$ cat src/rtl/fft_input_buffer.sv
// fft_input_buffer: collects one N-point complex frame in natural time order,
// then streams it to the butterfly stage with a valid/ready handshake.
// Optional feature: define FFT_BITREV_EN to emit the frame in bit-reversed
// address order (decimation-in-time input); otherwise natural order is used.
module fft_input_buffer #(
    parameter int DW    = 16,
    parameter int LOG2N = 4
) (
    input  logic             clk,
    input  logic             rst_n,
    input  logic             flush,
    input  logic             in_valid,
    output logic             in_ready,
    input  logic [DW-1:0]    in_re,
    input  logic [DW-1:0]    in_im,
    input  logic             in_last,
    output logic             out_valid,
    input  logic             out_ready,
    output logic [DW-1:0]    out_re,
    output logic [DW-1:0]    out_im,
    output logic [LOG2N-1:0] out_idx,
    output logic             out_last,
    output logic             frame_err
);

    localparam int               N        = 1 << LOG2N;
    localparam logic [LOG2N-1:0] LAST_PTR = LOG2N'(N - 1);
    localparam logic [LOG2N-1:0] ONE      = LOG2N'(1);

    typedef enum logic {
        S_FILL  = 1'b0,
        S_DRAIN = 1'b1
    } state_t;

    state_t           r_state;
    state_t           w_state_next;
    logic [LOG2N-1:0] r_wr_ptr;
    logic [LOG2N-1:0] r_rd_ptr;
    logic [DW-1:0]    r_buf_re [N];
    logic [DW-1:0]    r_buf_im [N];
    logic             r_out_valid;
    logic [DW-1:0]    r_out_re;
    logic [DW-1:0]    r_out_im;
    logic [LOG2N-1:0] r_out_idx;
    logic             r_frame_err;
    logic             w_wr_en;
    logic             w_rd_fire;
    logic             w_wr_at_end;
    logic             w_rd_at_end;
    logic [LOG2N-1:0] w_rd_addr_next;

    // Maps the k-th output slot to the buffer address it presents.
    function automatic logic [LOG2N-1:0] map_addr(input logic [LOG2N-1:0] k);
        logic [LOG2N-1:0] a;
`ifdef FFT_BITREV_EN
        for (int i = 0; i < LOG2N; i++) begin
            a[i] = k[LOG2N-1-i];
        end
`else
        a = k;
`endif
        return a;
    endfunction

    assign w_wr_at_end    = (r_wr_ptr == LAST_PTR);
    assign w_rd_at_end    = (r_rd_ptr == LAST_PTR);
    assign w_rd_addr_next = map_addr(r_rd_ptr + ONE);

    // Next-state and handshake decode; flush overrides every handshake.
    always_comb begin
        // NOTE: every signal gets a default first so no path leaves one unassigned (no latch).
        w_state_next = r_state;
        in_ready     = 1'b0;
        w_wr_en      = 1'b0;
        w_rd_fire    = 1'b0;
        case (r_state)
            S_FILL: begin
                in_ready = 1'b1;
                w_wr_en  = in_valid;
                if (in_valid && w_wr_at_end) begin
                    w_state_next = S_DRAIN;
                end
            end
            S_DRAIN: begin
                w_rd_fire = r_out_valid && out_ready;
                if (w_rd_fire && w_rd_at_end) begin
                    w_state_next = S_FILL;
                end
            end
            default: w_state_next = S_FILL;
        endcase
        if (flush) begin
            w_state_next = S_FILL;
            w_wr_en      = 1'b0;
            w_rd_fire    = 1'b0;
        end
    end

    // FSM state register.
    always_ff @(posedge clk or negedge rst_n) begin
        // NOTE: sequential state uses non-blocking assignments so all registers update together.
        if (!rst_n) r_state <= S_FILL;
        else        r_state <= w_state_next;
    end

    // Sample storage: written in time order, only ever read after a full frame.
    always_ff @(posedge clk) begin
        // NOTE: storage is deliberately not reset; nothing is read before it is written.
        if (w_wr_en) begin
            r_buf_re[r_wr_ptr] <= in_re;
            r_buf_im[r_wr_ptr] <= in_im;
        end
    end

    // Pointers and output register: load entry 0 on the fill-complete edge,
    // then advance one entry per accepted output.
    always_ff @(posedge clk or negedge rst_n) begin
        if (!rst_n) begin
            r_wr_ptr    <= '0;
            r_rd_ptr    <= '0;
            r_out_valid <= 1'b0;
            r_out_re    <= '0;
            r_out_im    <= '0;
            r_out_idx   <= '0;
        end else if (flush) begin
            r_wr_ptr    <= '0;
            r_rd_ptr    <= '0;
            r_out_valid <= 1'b0;
        end else begin
            if (w_wr_en) begin
                r_wr_ptr <= r_wr_ptr + ONE;
                if (w_wr_at_end) begin
                    // Entry 0 is never the one being written on this edge.
                    r_out_re    <= r_buf_re[map_addr('0)];
                    r_out_im    <= r_buf_im[map_addr('0)];
                    r_out_idx   <= map_addr('0);
                    r_out_valid <= 1'b1;
                end
            end
            if (w_rd_fire) begin
                if (w_rd_at_end) begin
                    r_rd_ptr    <= '0;
                    r_out_valid <= 1'b0;
                end else begin
                    r_rd_ptr  <= r_rd_ptr + ONE;
                    r_out_re  <= r_buf_re[w_rd_addr_next];
                    r_out_im  <= r_buf_im[w_rd_addr_next];
                    r_out_idx <= w_rd_addr_next;
                end
            end
        end
    end

    // Sticky framing error: in_last must coincide exactly with the N-th write.
    always_ff @(posedge clk or negedge rst_n) begin
        if (!rst_n) begin
            r_frame_err <= 1'b0;
        end else if (w_wr_en && (in_last != w_wr_at_end)) begin
            r_frame_err <= 1'b1;
        end
    end

    assign out_valid = r_out_valid;
    assign out_re    = r_out_re;
    assign out_im    = r_out_im;
    assign out_idx   = r_out_idx;
    assign out_last  = r_out_valid && w_rd_at_end;
    assign frame_err = r_frame_err;

endmodule

$ cat config.mk
export PLATFORM = sky130hd
export DESIGN_NAME = fft_input_buffer
export DESIGN_NICKNAME = d
export VERILOG_FILES = /design/src/rtl/fft_input_buffer.sv
export SDC_FILE = /design/constraint.sdc
export NUM_CORES = 1
export LEC_CHECK = 0
export ABC_CLOCK_PERIOD_IN_PS = 4600
export BUFFER_PORTS_ARGS = -buffer_cell sky130_fd_sc_hd__buf_2
export CORE_MARGIN = 1.5
export CORE_UTILIZATION = 40
export DETAILED_ROUTE_END_ITERATION = 6
export PLACE_DENSITY_LB_ADDON = 0.1
export SETUP_SLACK_MARGIN = 0.05
export SYNTH_ARGS = -nofsm -noshare
export SYNTH_HDL_FRONTEND = slang
export SYNTH_SLANG_ARGS = --single-unit
export TNS_END_PERCENT = 10
$ cat constraint.sdc
create_clock -name clk -period 4.6 [get_ports clk]
set_input_delay 0.23 -clock clk [delete_from_list [all_inputs] [get_ports clk]]
set_output_delay 0.23 -clock clk [all_outputs]
set_load 0.005 [all_outputs]
Word level (Yosys, flattened, before mapping)
Memories as Yosys holds them, arrays and structs flattened.
Cells that the tools add are included.
Storage, ports and cells
  input port bits: 38
  bits in latches: 0
  bits in writable memories: 512
  word-level logic and storage cells: 56
  memories kept: 2
  flip-flop bits (word level): 47
  output and inout bits: 40
  bits in read-only memories: 0
Cells by class
  equality and inequality tests: 3
  add/subtract/negate cells: 2
  divide/modulo/power cells: 0
  reduce and logical (&&, ||, !) cells: 7
  bitwise gates (word level): 1
  multiplexer cells: 33
  order comparisons: 0
  multipliers: 0
  shift-type cells: 0
Memory list
  r_buf_im: depth 16, bits a word 16, rd ports 2, clocked after Yosys merged registers in 0, wr ports 1, line 40  | logic [DW-1:0] r_buf_im [N];
  r_buf_re: depth 16, bits a word 16, rd ports 2, clocked after Yosys merged registers in 0, wr ports 1, line 39  | logic [DW-1:0] r_buf_re [N];
Operator list (number)
  $mux W16: 8
  $mux W4: 9
  $mux W1: 15
  $add A4 B1 Y4 const B: 2
  $eq A4 B4 Y1 const B: 2
  $logic_and A1 B1 Y1: 5
  $reduce_bool A2 Y1: 2
  $pmux W1 S2: 1
  $ne A1 B1 Y1: 1
  $not A1 Y1: 1

Logic depth before layout (Yosys ltp)
Gate-level depths: netlist of run 1.
  depth after elaboration: 6
  mapped depth: 8
  mapped depth without buffers: 6

Least setup slack after synthesis of run 1
No wires, ideal clock.
  path kind: register -> register
  start: register r_state
  end: memory r_buf_im[1][0] (enable)
  arrival time: 3287 ps
  setup time: 461 ps
  clock period less this slack: 3748 ps
  slack: 852 ps
  cell stages (with the launch flop): 5
  required time: 4139 ps
  cell sequence: dfrtp_1 > nor2b_1 > nor2b_1 > nand2_1 > nor3_1
Between the ends
  word-level cells in the longest chain between the ends: 4
RTL lines
  from (decl): line 35  | state_t r_state;
  from (signal assigned): line 103  | else r_state <= w_state_next;
  $mux W1: line 76  | case (r_state)
  $mux W1: line 92  | if (flush) begin
  $mux W1: line 109  | if (w_wr_en) begin
  $mux W1 (not written as such): line 111  | r_buf_im[r_wr_ptr] <= in_im;
  to (decl): line 40
Every way passes these cells.

Worst setup path in the final report of run 1
  start: register r_rd_ptr[0]
  end: register r_out_re[0], in the netlist out_re[0]
Between the ends
  word-level cells in the longest chain between the ends: 4
  elaborated cells on any way between the ends: 5
RTL lines
  from (decl): line 38  | logic [LOG2N-1:0] r_rd_ptr;
  from (signal assigned): line 145  | r_rd_ptr <= r_rd_ptr + ONE;
  $add A4 B1 Y4: line 67  | assign w_rd_addr_next = map_addr(r_rd_ptr + ONE);
  $mem_v2 Z16 W16
  $mux W16 *: line 141  | if (w_rd_at_end) begin
  $mux W16 *: line 140  | if (w_rd_fire) begin
  to (signal assigned): line 134  | r_out_re <= r_buf_re[map_addr('0)];
  to (signal assigned): line 146  | r_out_re <= r_buf_re[w_rd_addr_next];
  to (decl): line 42  | logic [DW-1:0] r_out_re;
Every way passes the cells marked *; elsewhere a longest branch is shown, timed or not.
A chain may end at the register's enable or synchronous reset.

==> results of run 1 <==
metal layers:
metal | up-vias | track usage (%) | wire (um)
met3 | 67 | 2.68 | 1920
met2 | 244 | 31.1 | 25600
met1 | 6106 | 27.2 | 25100
met4 | 2 | 5.62 | 1030
met5 | - | 0 | 12
li1 | 5308 | - | -
through the flow:
step | power [mW] | std cells
final | 10.4 | 2141
after global routing | 10.7 | 2140
after CTS | 10.5 | 2140
after detailed placement | 5.85 | 2000
after global placement | 5.84 | 2000
after floorplan | 5.73 | 1270
sequential cells by signal, indices dropped and copies added, names as in the netlist, 4 cells and up:
name      flops
out_re       16
r_rd_ptr      4
out_im       16
out_idx       4
r_buf_re    256
r_wr_ptr      4
r_buf_im    256
cell usage in the layout (no fill, tap or decap), types with 5 or more instances in the layout:
cell type / n
a21oi_1: 65
a22oi_2: 10
mux2i_1: 257
dlygate4sd3_1: 33
nor3_1: 33
clkinv_1: 9
xor2_1: 5
nor2_4: 13
dfrtp_1: 46
clkbuf_16: 59
nor3_2: 5
nor4_2: 6
ha_1: 5
nand2_1: 10
edfxtp_1: 512
a22oi_1: 119
nor4_1: 26
clkbuf_1: 23
buf_2: 77
clkbuf_8: 9
nor2_1: 42
buf_4: 30
cells by family after synthesis:
group,after synthesis
AO/OA/AOI/OAI,201
XOR/XNOR,9
adder cells (fa/ha/maj),5
buffers and inverters,81
flip-flops,559
multiplexers,257
AND/OR/NAND/NOR,158
timing repair:
item                      4_1_cts  5_1_grt
gates resized for setup         0        0
hold endpoints to repair      398        0
hold buffers                   33        0
power groups by stage:
stage	Clock [mW]	Sequential, mW	Combinational (mW)
2_1_floorplan	0	5.70	0.0312
3_3_place_gp	0	5.70	0.144
3_5_place_dp	0	5.70	0.148
4_1_cts	4.70	5.60	0.170
5_1_grt	4.90	5.60	0.186
6_report	4.60	5.60	0.167
area by class of cell:
cell class                      count  share of cell area, %
Clock buffer                       91                   6.65
Tap cell                          696                   3.43
Clock inverter                     16                  0.680
Multi-Input combinational cell    630                   19.9
Timing Repair Buffer              144                   4.02
Sequential cell                   559                   65.2
Inverter                            4                 0.0641
Antenna cell                        1                0.00986
how the worst min path moves through the flow:
stage                                   to      start  cells after the start
final                       r_buf_im[5][9]   in_im[9]                      1
after global routing       r_buf_re[3][14]  in_re[14]                      1
after CTS                 r_buf_re[15][14]  in_re[14]                      1
after detailed placement         out_re[5]      rst_n                      1
after global placement           out_re[7]      rst_n                      1
after floorplan                  frame_err      rst_n                      0
==> metrics.yaml, run 1 <==
fin_area_sq_um: 25400
endpoint_kind: "flop"
arrival_ns: 3.91
fin_crit_ns: 3.41
timing.rr.end: "out_re[0]"
dieArea_sq_um: 56200
yosysWarningCount: 0
drc: 0
path_common_cell: "buf_12"
synth_mux_area_share_pct: 11.7
synth_enable_flop_cells: 512
worst_slew_pin_slew_ns: 1.23
maxCapViolCount: 0
io_pins: 78
pwr_density_cell_nw_per_um2: 408
crit_fanout: 134
grt_max_degree: 135
first_global_vias: 12000
syn_inst: 1270
cp-endpoint: "out_re[0]"
areaGrowthSynthToFinish_pct: 15.7
clockPowerShare_pct: 44.4
crit_family: "buffers and inverters"
synth_top_family_by_area: "multiplexers"
clockBufferDepth: 3
io_buffers: 77
timing.fmax_mhz: 293
synth_xor_area_share_pct: 0.360
core-area_sq_um: 54000
final.fill_count: 4624
crit_buf_inv: 2
die_w_um: 237
grt_pass1_wl_um: 79700
synthesis.nets: 1313
final_antenna_net_count: 0
setup.worst_path.class: "reg -> reg"
min_period_over_period_pct: 74.1
multi_input_area_sq_um: 5050
crit_start: "r_rd_ptr[0]"
cp_slowest_stage_delay_ns: 0.76
synth.area.top_cells: "edfxtp_1, mux2i_1, dfrtp_1, a22oi_1, a21oi_1"
clk_pin_slew_worst_paths_ns: 0.06
synth_common_cells: "edfxtp_1, mux2i_1, a22oi_1"
synthAdderAreaFrac_pct: 0.285
ys.flop_type: "edfxtp_1"
fin_skew_ns: 0.0126
layout-drive-gt1-share_pct: 15.9
ff2ff_path_depth: 6
cp-start-kind: "flop"
synth.distinct_cells: 38
worstSkewPairLatency_ns: 0.61
cts_setup_buffers: 0
hold_path_class: "in -> reg"
cp_slowest_cell: "buf_12"
tritoncts: "built"
holdWs_ns: 0.0296
syn_area_sq_um: 21900
async_flop_share_pct: 8.41
finalNetCount: 1440
h-tree-depth: 2
hold_viol: 0
synth_top_area_share_pct: 70.1
clockRootBuffer: "clkbuf_16"
antenna_found_initial: 2
status: "finished, final reports clean"
cellLeakagePower_nw: 8.09
drtIter0Drc: 804
place.gp.congestion: 0.719
rrSetupSlack_ns: 1.19
rsz0062_at_grt: "false"
place_area_sq_um: 23200
power_frac_comb_pct: 1.6
die_height_um: 237
synth_compound_area_share_pct: 6.34
drt-total-wl_um: 53600
syn_avg_cell_area_sq_um: 17.3
vias_per_cell: 5.48
setup_ws_ns: 1.19
track_usage_pct: 19.2
seqCellArea_sq_um: 16600
synth-seq-area-share_pct: 75.5
rows: 85
slew_violations: 0
irDropWorstVdd_v: 0.000259
p_sw_mw: 2.01
sw_frac_of_total_pct: 19.4
required_ns: 5.10
final_util_pct: 47.0
grt_overflow: 0
p_int_mw: 8.35
slew_headroom_pct: 18.1
cts_buffers: 58
yosys.area_share.simple_pct: 3.73
post-place-ws_ns: 1.28
yosysTopAreaCell: "edfxtp_1"
setup_viol: 0
setup-tns-final_ns: 0
p_seq_share_pct: 54.0
path_depth: 6
clock_sinks: 559
dp_hpwl_um: 29000
synth.most_common_cell: "edfxtp_1"
ys_ff_latch: 559
r2r-start: "r_rd_ptr[0]"
path_cells: "buf_12 > buf_12 > mux2i_1 > a22oi_1 > a21oi_1 > nor4_1"
wl_per_cell_um: 25.0
initial_utilization_pct: 40.6
vias: 11700
firstDrtPassIters: 5
Note: power is estimated with default switching activity, not from simulation.
==> run 2: changes to the inputs <==
- ABC_CLOCK_PERIOD_IN_PS: 4600 -> 3500
- clock period: 4.6 -> 3.5 ns (I/O delays scaled with it)
==> metrics.yaml, run 2 (synthesis results as in run 1) <==
drt-total-wl_um: 55800  # +4.1%
cts_buffers: 59  # +1.7%
wl_per_cell_um: 25.9  # +3.5%
p_total_mw: 13.7  # +32%
setup_viol: 0  # unchanged
areaGrowthSynthToFinish_pct: 16.7
initial_utilization_pct: 40.6  # unchanged
place.gp.congestion: 0.717  # -0.28%
status: "finished, final reports clean"
fin_cells: 2152  # +0.51%
fin_crit_ns: 2.92  # -0.488 ns
hold_buffers: 38  # +15%
hold_path_class: "in -> async"
cp-endpoint: "r_buf_im[10][2]"
timing.rr.end: "r_buf_im[10][2]"
r2r-start: "r_state"
vias: 11800  # +1.0%
rsz0062_at_grt: "false"
ff2ff_path_depth: 5  # -1
hold_viol: 0  # unchanged
io_pins: 78  # unchanged
tritoncts: "built"
cts_setup_buffers: 0  # unchanged
cts_resized: 0  # unchanged
power_frac_comb_pct: 1.7  # about the same
p_int_mw: 11.0  # +31%
grt_pass1_wl_um: 82300  # +3.2%
slew_headroom_pct: 25.5  # +7.4 points
io_buffers: 77  # unchanged
slew_violations: 0  # unchanged
clk_pin_slew_worst_paths_ns: 0.06  # about the same
dieArea_sq_um: 56200  # unchanged
clockRootBuffer: "clkbuf_16"
p_sw_mw: 2.77  # +37%
final_antenna_net_count: 0  # unchanged
finalNetCount: 1449  # +0.63%
setup.worst_path.class: "reg -> reg"
final.fill_count: 4662  # +0.82%
endpoint_kind: "flop"
h-tree-depth: 2  # unchanged
clockBufferDepth: 3  # unchanged
cp-start-kind: "flop"
p_seq_share_pct: 53.6  # -0.4 points
crit_fanout: 19  # -86%
irDropWorstVdd_v: 0.000372  # +43%
diodes: 0  # -1
timing.fmax_mhz: 342  # +17%
first_global_vias: 12200  # +1.6%
clock_sinks: 559  # unchanged
drtIter0Drc: 846  # +5.2%
min_period_over_period_pct: 83.5  # +9.3 points
rrSetupSlack_ns: 0.58  # -0.61 ns
rows: 85  # unchanged
die_w_um: 237  # unchanged
maxCapViolCount: 0  # unchanged
final_common_cell: "edfxtp_1"
core-area_sq_um: 54000  # unchanged
grt_max_degree: 130  # -3.7%
grt_overflow: 0  # unchanged
layout-drive-gt1-share_pct: 17.0  # +1.2 points
firstDrtPassIters: 5  # unchanged
dp_cells: 2003  # +0.15%
pwr_density_cell_nw_per_um2: 537  # +31%
fin_skew_ns: 0.0156  # +0.00298 ns
required_ns: 3.77  # -1.33 ns
clockPowerShare_pct: 44.8  # +0.4 points
multi_input_area_sq_um: 5060  # +0.12%
worst_slew_pin_slew_ns: 1.12  # -0.108 ns
arrival_ns: 3.19  # -0.72 ns
vias_per_cell: 5.50  # +0.48%
seqCellArea_sq_um: 16600  # unchanged
dp_hpwl_um: 29600  # +2.1%
antenna_found_initial: 2  # unchanged
final_cell_mix: "edfxtp_1, mux2i_1, a22oi_1"
crit_start: "r_state"
track_usage_pct: 20.0  # +0.79 points
die_height_um: 237  # unchanged
setup_ws_ns: 0.578  # -0.612 ns
worstSkewPairLatency_ns: 0.62  # about the same
reg_top3: "r_buf_im x256, r_buf_re x256"
post-place-ws_ns: 0.533  # -0.748 ns
drc: 0  # unchanged
sw_frac_of_total_pct: 20.1  # +0.71 points
cellLeakagePower_nw: 8.18  # +1.1%
==> run 2: how the worst min path moves through the flow <==
stage | from | endpoint | slack, ns | depth (start not counted)
2_1_floorplan | rst_n | frame_err | -0.12 | 0
5_1_grt | rst_n | out_re[7] | 0.39 | 2
3_5_place_dp | frame_err | frame_err | 0.45 | 1
6_report | rst_n | frame_err | 0.31 | 2
4_1_cts | rst_n | out_re[7] | 0.33 | 2
3_3_place_gp | frame_err | frame_err | 0.44 | 1
==> run 2: routing by layer <==
layer  global-route usage [%]  vias up  part of all wire (%)
met4                     4.77        4                   1.8
met2                     32.7      270                    48
met1                     28.0     6158                    46
met5                        0        -                 0.038
li1                         -     5334                     -
met3                     3.51       78                   4.4
==> run 2: critical path: stages (launching register included) <==
cell     delay (ns)
dfrtp_1        0.42
nor2b_1        0.32
nor2b_1        0.44
nand2_1        0.33
nor2_4         0.59
buf_4          0.46
==> run 2: per-stage QoR <==
step	setup TNS, ns	instance area, sq um	hold slack, ns	util, %
final	0	25600	0.307	47.4
after detailed placement	0	23300	0.450	43.1
after floorplan	-22.99	21900	-0.121	-
after CTS	0	25600	0.326	47.4
after global placement	0	23300	0.441	43.1
after global routing	0	25600	0.388	47.4
==> run 2: area by class of cell <==
class | instances | share of cell area (%)
clock buffer | 80 | 6.55
clock inverter | 31 | 0.934
inverter | 4 | 0.0636
multi-input combinational | 630 | 19.8
sequential | 559 | 64.7
tap | 696 | 3.40
timing repair buffer | 152 | 4.57
==> run 2: power by group through the flow <==
| stage | combinational [mW] | clock (mW) | sequential [mW] |
|---|---|---|---|
| floorplan | 0.0412 | 0 | 7.49 |
| global placement | 0.193 | 0 | 7.49 |
| detailed placement | 0.199 | 0 | 7.49 |
| CTS | 0.232 | 6.28 | 7.35 |
| global route | 0.252 | 6.53 | 7.35 |
| finish | 0.227 | 6.14 | 7.36 |
==> run 3: changes to the inputs <==
- ABC_AREA: default -> 1
- ABC_CLOCK_PERIOD_IN_PS: 3500 -> 2700
- clock period: 3.5 -> 2.7 ns (I/O delays scaled with it)
==> metrics.yaml, run 3 <==
synth_enable_flop_cells: 512  # unchanged
ff2ff_path_depth: 9  # +4
yosysWarningCount: 0  # unchanged
clock_sinks: 559  # unchanged
vias_per_cell: 5.02  # -8.7%
areaGrowthSynthToFinish_pct: 16.6  # about the same
timing.fmax_mhz: 467  # +36%
io_buffers: 77  # unchanged
cp-start-kind: "flop"
finalNetCount: 2357  # +63%
die_w_um: 246  # +3.6%
ys.flop_type: "edfxtp_1"
tritoncts: "built"
clk_pin_slew_worst_paths_ns: 0.06  # about the same
setup.worst_path.class: "reg -> reg"
irDropWorstVdd_v: 0.000467  # +26%
post-place-ws_ns: 0.564  # +0.0311 ns
final_util_pct: 47.4  # +0.050 points
min_period_over_period_pct: 79.3  # -4.1 points
maxCapViolCount: 0  # unchanged
fin_cells: 3131  # +45%
synth.distinct_cells: 25  # -34%
yosysTopAreaCell: "edfxtp_1"
track_usage_pct: 21.9  # +1.9 points
h-tree-depth: 2  # unchanged
dieArea_sq_um: 60300  # +7.3%
cts_setup_buffers: 0  # unchanged
dp_hpwl_um: 33600  # +14%
multi_input_area_sq_um: 5540  # +9.5%
syn_avg_cell_area_sq_um: 10.7  # -38%
final.fill_count: 5394  # +16%
grt_overflow: 0  # unchanged
initial_utilization_pct: 40.7  # +0.082 points
cellLeakagePower_nw: 11.1  # +35%
p_total_mw: 17.7  # +29%
fin_skew_ns: 0.0219  # +0.00625 ns
io_pins: 78  # unchanged
hold_path_class: "in -> async"
rows: 88  # +3.5%
slew_headroom_pct: 41.1  # +16 points
pwr_density_cell_nw_per_um2: 645  # +20%
synth_top_area_share_pct: 65.3  # -4.8 points
cts_resized: 0  # unchanged
ys_ff_latch: 559  # unchanged
r2r-start: "r_wr_ptr[0]"
core-area_sq_um: 57900  # +7.2%
synth-seq-area-share_pct: 70.3  # -5.2 points
timing.rr.end: "out_im[7]"
rsz0062_at_grt: "false"
hold_viol: 0  # unchanged
endpoint_kind: "flop"
vias: 15700  # +33%
crit_fanout: 27  # +8
arrival_ns: 2.70  # -0.49 ns
antenna_found_initial: 1  # -1
synth.area.top_cells: "edfxtp_1, nand2_1, nand3_1, dfrtp_1, inv_1"
final_cell_mix: "nand2_1, edfxtp_1, nand3_1"
async_flop_share_pct: 8.41  # unchanged
fin_crit_ns: 2.14  # -0.780 ns
first_global_vias: 15500  # +28%
dp_cells: 2978  # +49%
cts_buffers: 61  # +3.4%
clockRootBuffer: "clkbuf_16"
final_common_cell: "nand2_1"
required_ns: 3.26  # -0.51 ns
syn_inst: 2192  # +73%
worstSkewPairLatency_ns: 0.62  # about the same
worst_slew_pin_slew_ns: 0.883  # -0.233 ns
wl_per_cell_um: 20.7  # -20%
final_antenna_net_count: 0  # unchanged
layout-drive-gt1-share_pct: 10.4  # -6.6 points
synth.most_common_cell: "nand2_1"
drt-total-wl_um: 64800  # +16%
setup_viol: 0  # unchanged
holdWs_ns: 0.130  # -0.177 ns
synth_common_cells: "nand2_1, edfxtp_1, nand3_1"
hold_buffers: 38  # unchanged
seqCellArea_sq_um: 16600  # unchanged
grt_pass1_wl_um: 98300  # +20%
clockBufferDepth: 3  # unchanged
drtIter0Drc: 1135  # +34%
grt_max_degree: 109  # -16%
place.gp.congestion: 0.775  # +8.1%
status: "finished, final reports clean"
drc: 0  # unchanged
slew_violations: 0  # unchanged
setup_ws_ns: 0.558  # -0.0204 ns
reg_top3: "r_buf_im x256, r_buf_re x256"
syn_area_sq_um: 23500  # +7.4%
synthesis.nets: 2235  # +70%
die_height_um: 246  # +3.6%
firstDrtPassIters: 6  # +1
rrSetupSlack_ns: 0.56  # -0.02 ns
==> run 3: cell types whose count changed after synthesis, moves of 10 or more <==
| cell | before | now |
|---|---|---|
| a21oi_1 | 65 | 16 |
| a22oi_1 | 119 | 0 |
| a22oi_2 | 10 | 0 |
| buf_2 | 52 | 72 |
| clkbuf_1 | 11 | 27 |
| inv_1 | 3 | 270 |
| mux2i_1 | 257 | 0 |
| nand2_1 | 11 | 698 |
| nand3_1 | 4 | 373 |
| nor2_1 | 54 | 72 |
| nor3_1 | 38 | 3 |
| nor4_1 | 26 | 0 |
| o211ai_1 | 1 | 24 |
| o21ai_0 | 2 | 32 |
==> run 3: kinds of logic after synthesis <==
kind of cell | count (synthesis) | share of synthesized area [%]
AO/OA/AOI/OAI | 79 | 1.94
AND/OR/NAND/NOR | 1159 | 20.6
flip-flops | 559 | 70.3
XOR/XNOR | 2 | 0.154
adder cells (fa/ha/maj) | 5 | 0.266
buffers and inverters | 388 | 6.74
==> run 3: critical path, stage by stage (launching register included) <==
cell	delay (ns)
dfrtp_1	0.41
ha_1	0.23
nand3_1	0.19
nor2_4	0.07
inv_2	0.47
buf_4	0.39
nand2_1	0.10
o211ai_1	0.10
nand2_1	0.07
inv_1	0.05
==> run 3: worst max path at each step <==
stage                      from              end  slack, ns  cells after the start
floorplan               r_state  r_buf_im[11][0]      -0.66                      3
global placement    r_rd_ptr[0]       out_re[13]       0.57                      7
detailed placement  r_wr_ptr[0]        out_im[7]       0.56                      9
CTS                 r_wr_ptr[0]        out_im[7]       0.55                      9
global route        r_wr_ptr[0]        out_im[2]       0.38                      9
finish              r_wr_ptr[0]        out_im[7]       0.56                      9
==> run 3: layout make-up <==
class,count,area share [%]
Sequential cell,559,60.3
Multi-Input combinational cell,1245,20.2
Clock buffer,82,5.92
Timing Repair Buffer,173,5.61
Inverter,274,3.77
Tap cell,765,3.49
Clock inverter,32,0.725
Antenna cell,1,0.00911
==> run 3: per-layer routing <==
layer,wire (um),part of all wire (%),track usage [%]
met1,29100,45,30.1
met2,31400,48,36.8
met3,3010,4.6,2.71
met4,1300,2.0,5.63
met5,0,0,0
==> run 3: where the power goes <==
| group | total [mW] | internal, mW | switching, mW |
|---|---|---|---|
| combinational | 0.417 | 0.140 | 0.277 |
| sequential | 9.59 | 9.54 | 0.0478 |
| clock | 7.71 | 4.38 | 3.33 |
| total | 17.7 | 14.1 | 3.66 |
==> run 3: per-stage QoR <==
| step | cell area, sq um | TNS, ns |
|---|---|---|
| floorplan | 23500 | -63.07 |
| global placement | 25200 | 0 |
| detailed placement | 25200 | 0 |
| CTS | 27500 | 0 |
| global route | 27500 | 0 |
| finish | 27500 | 0 |
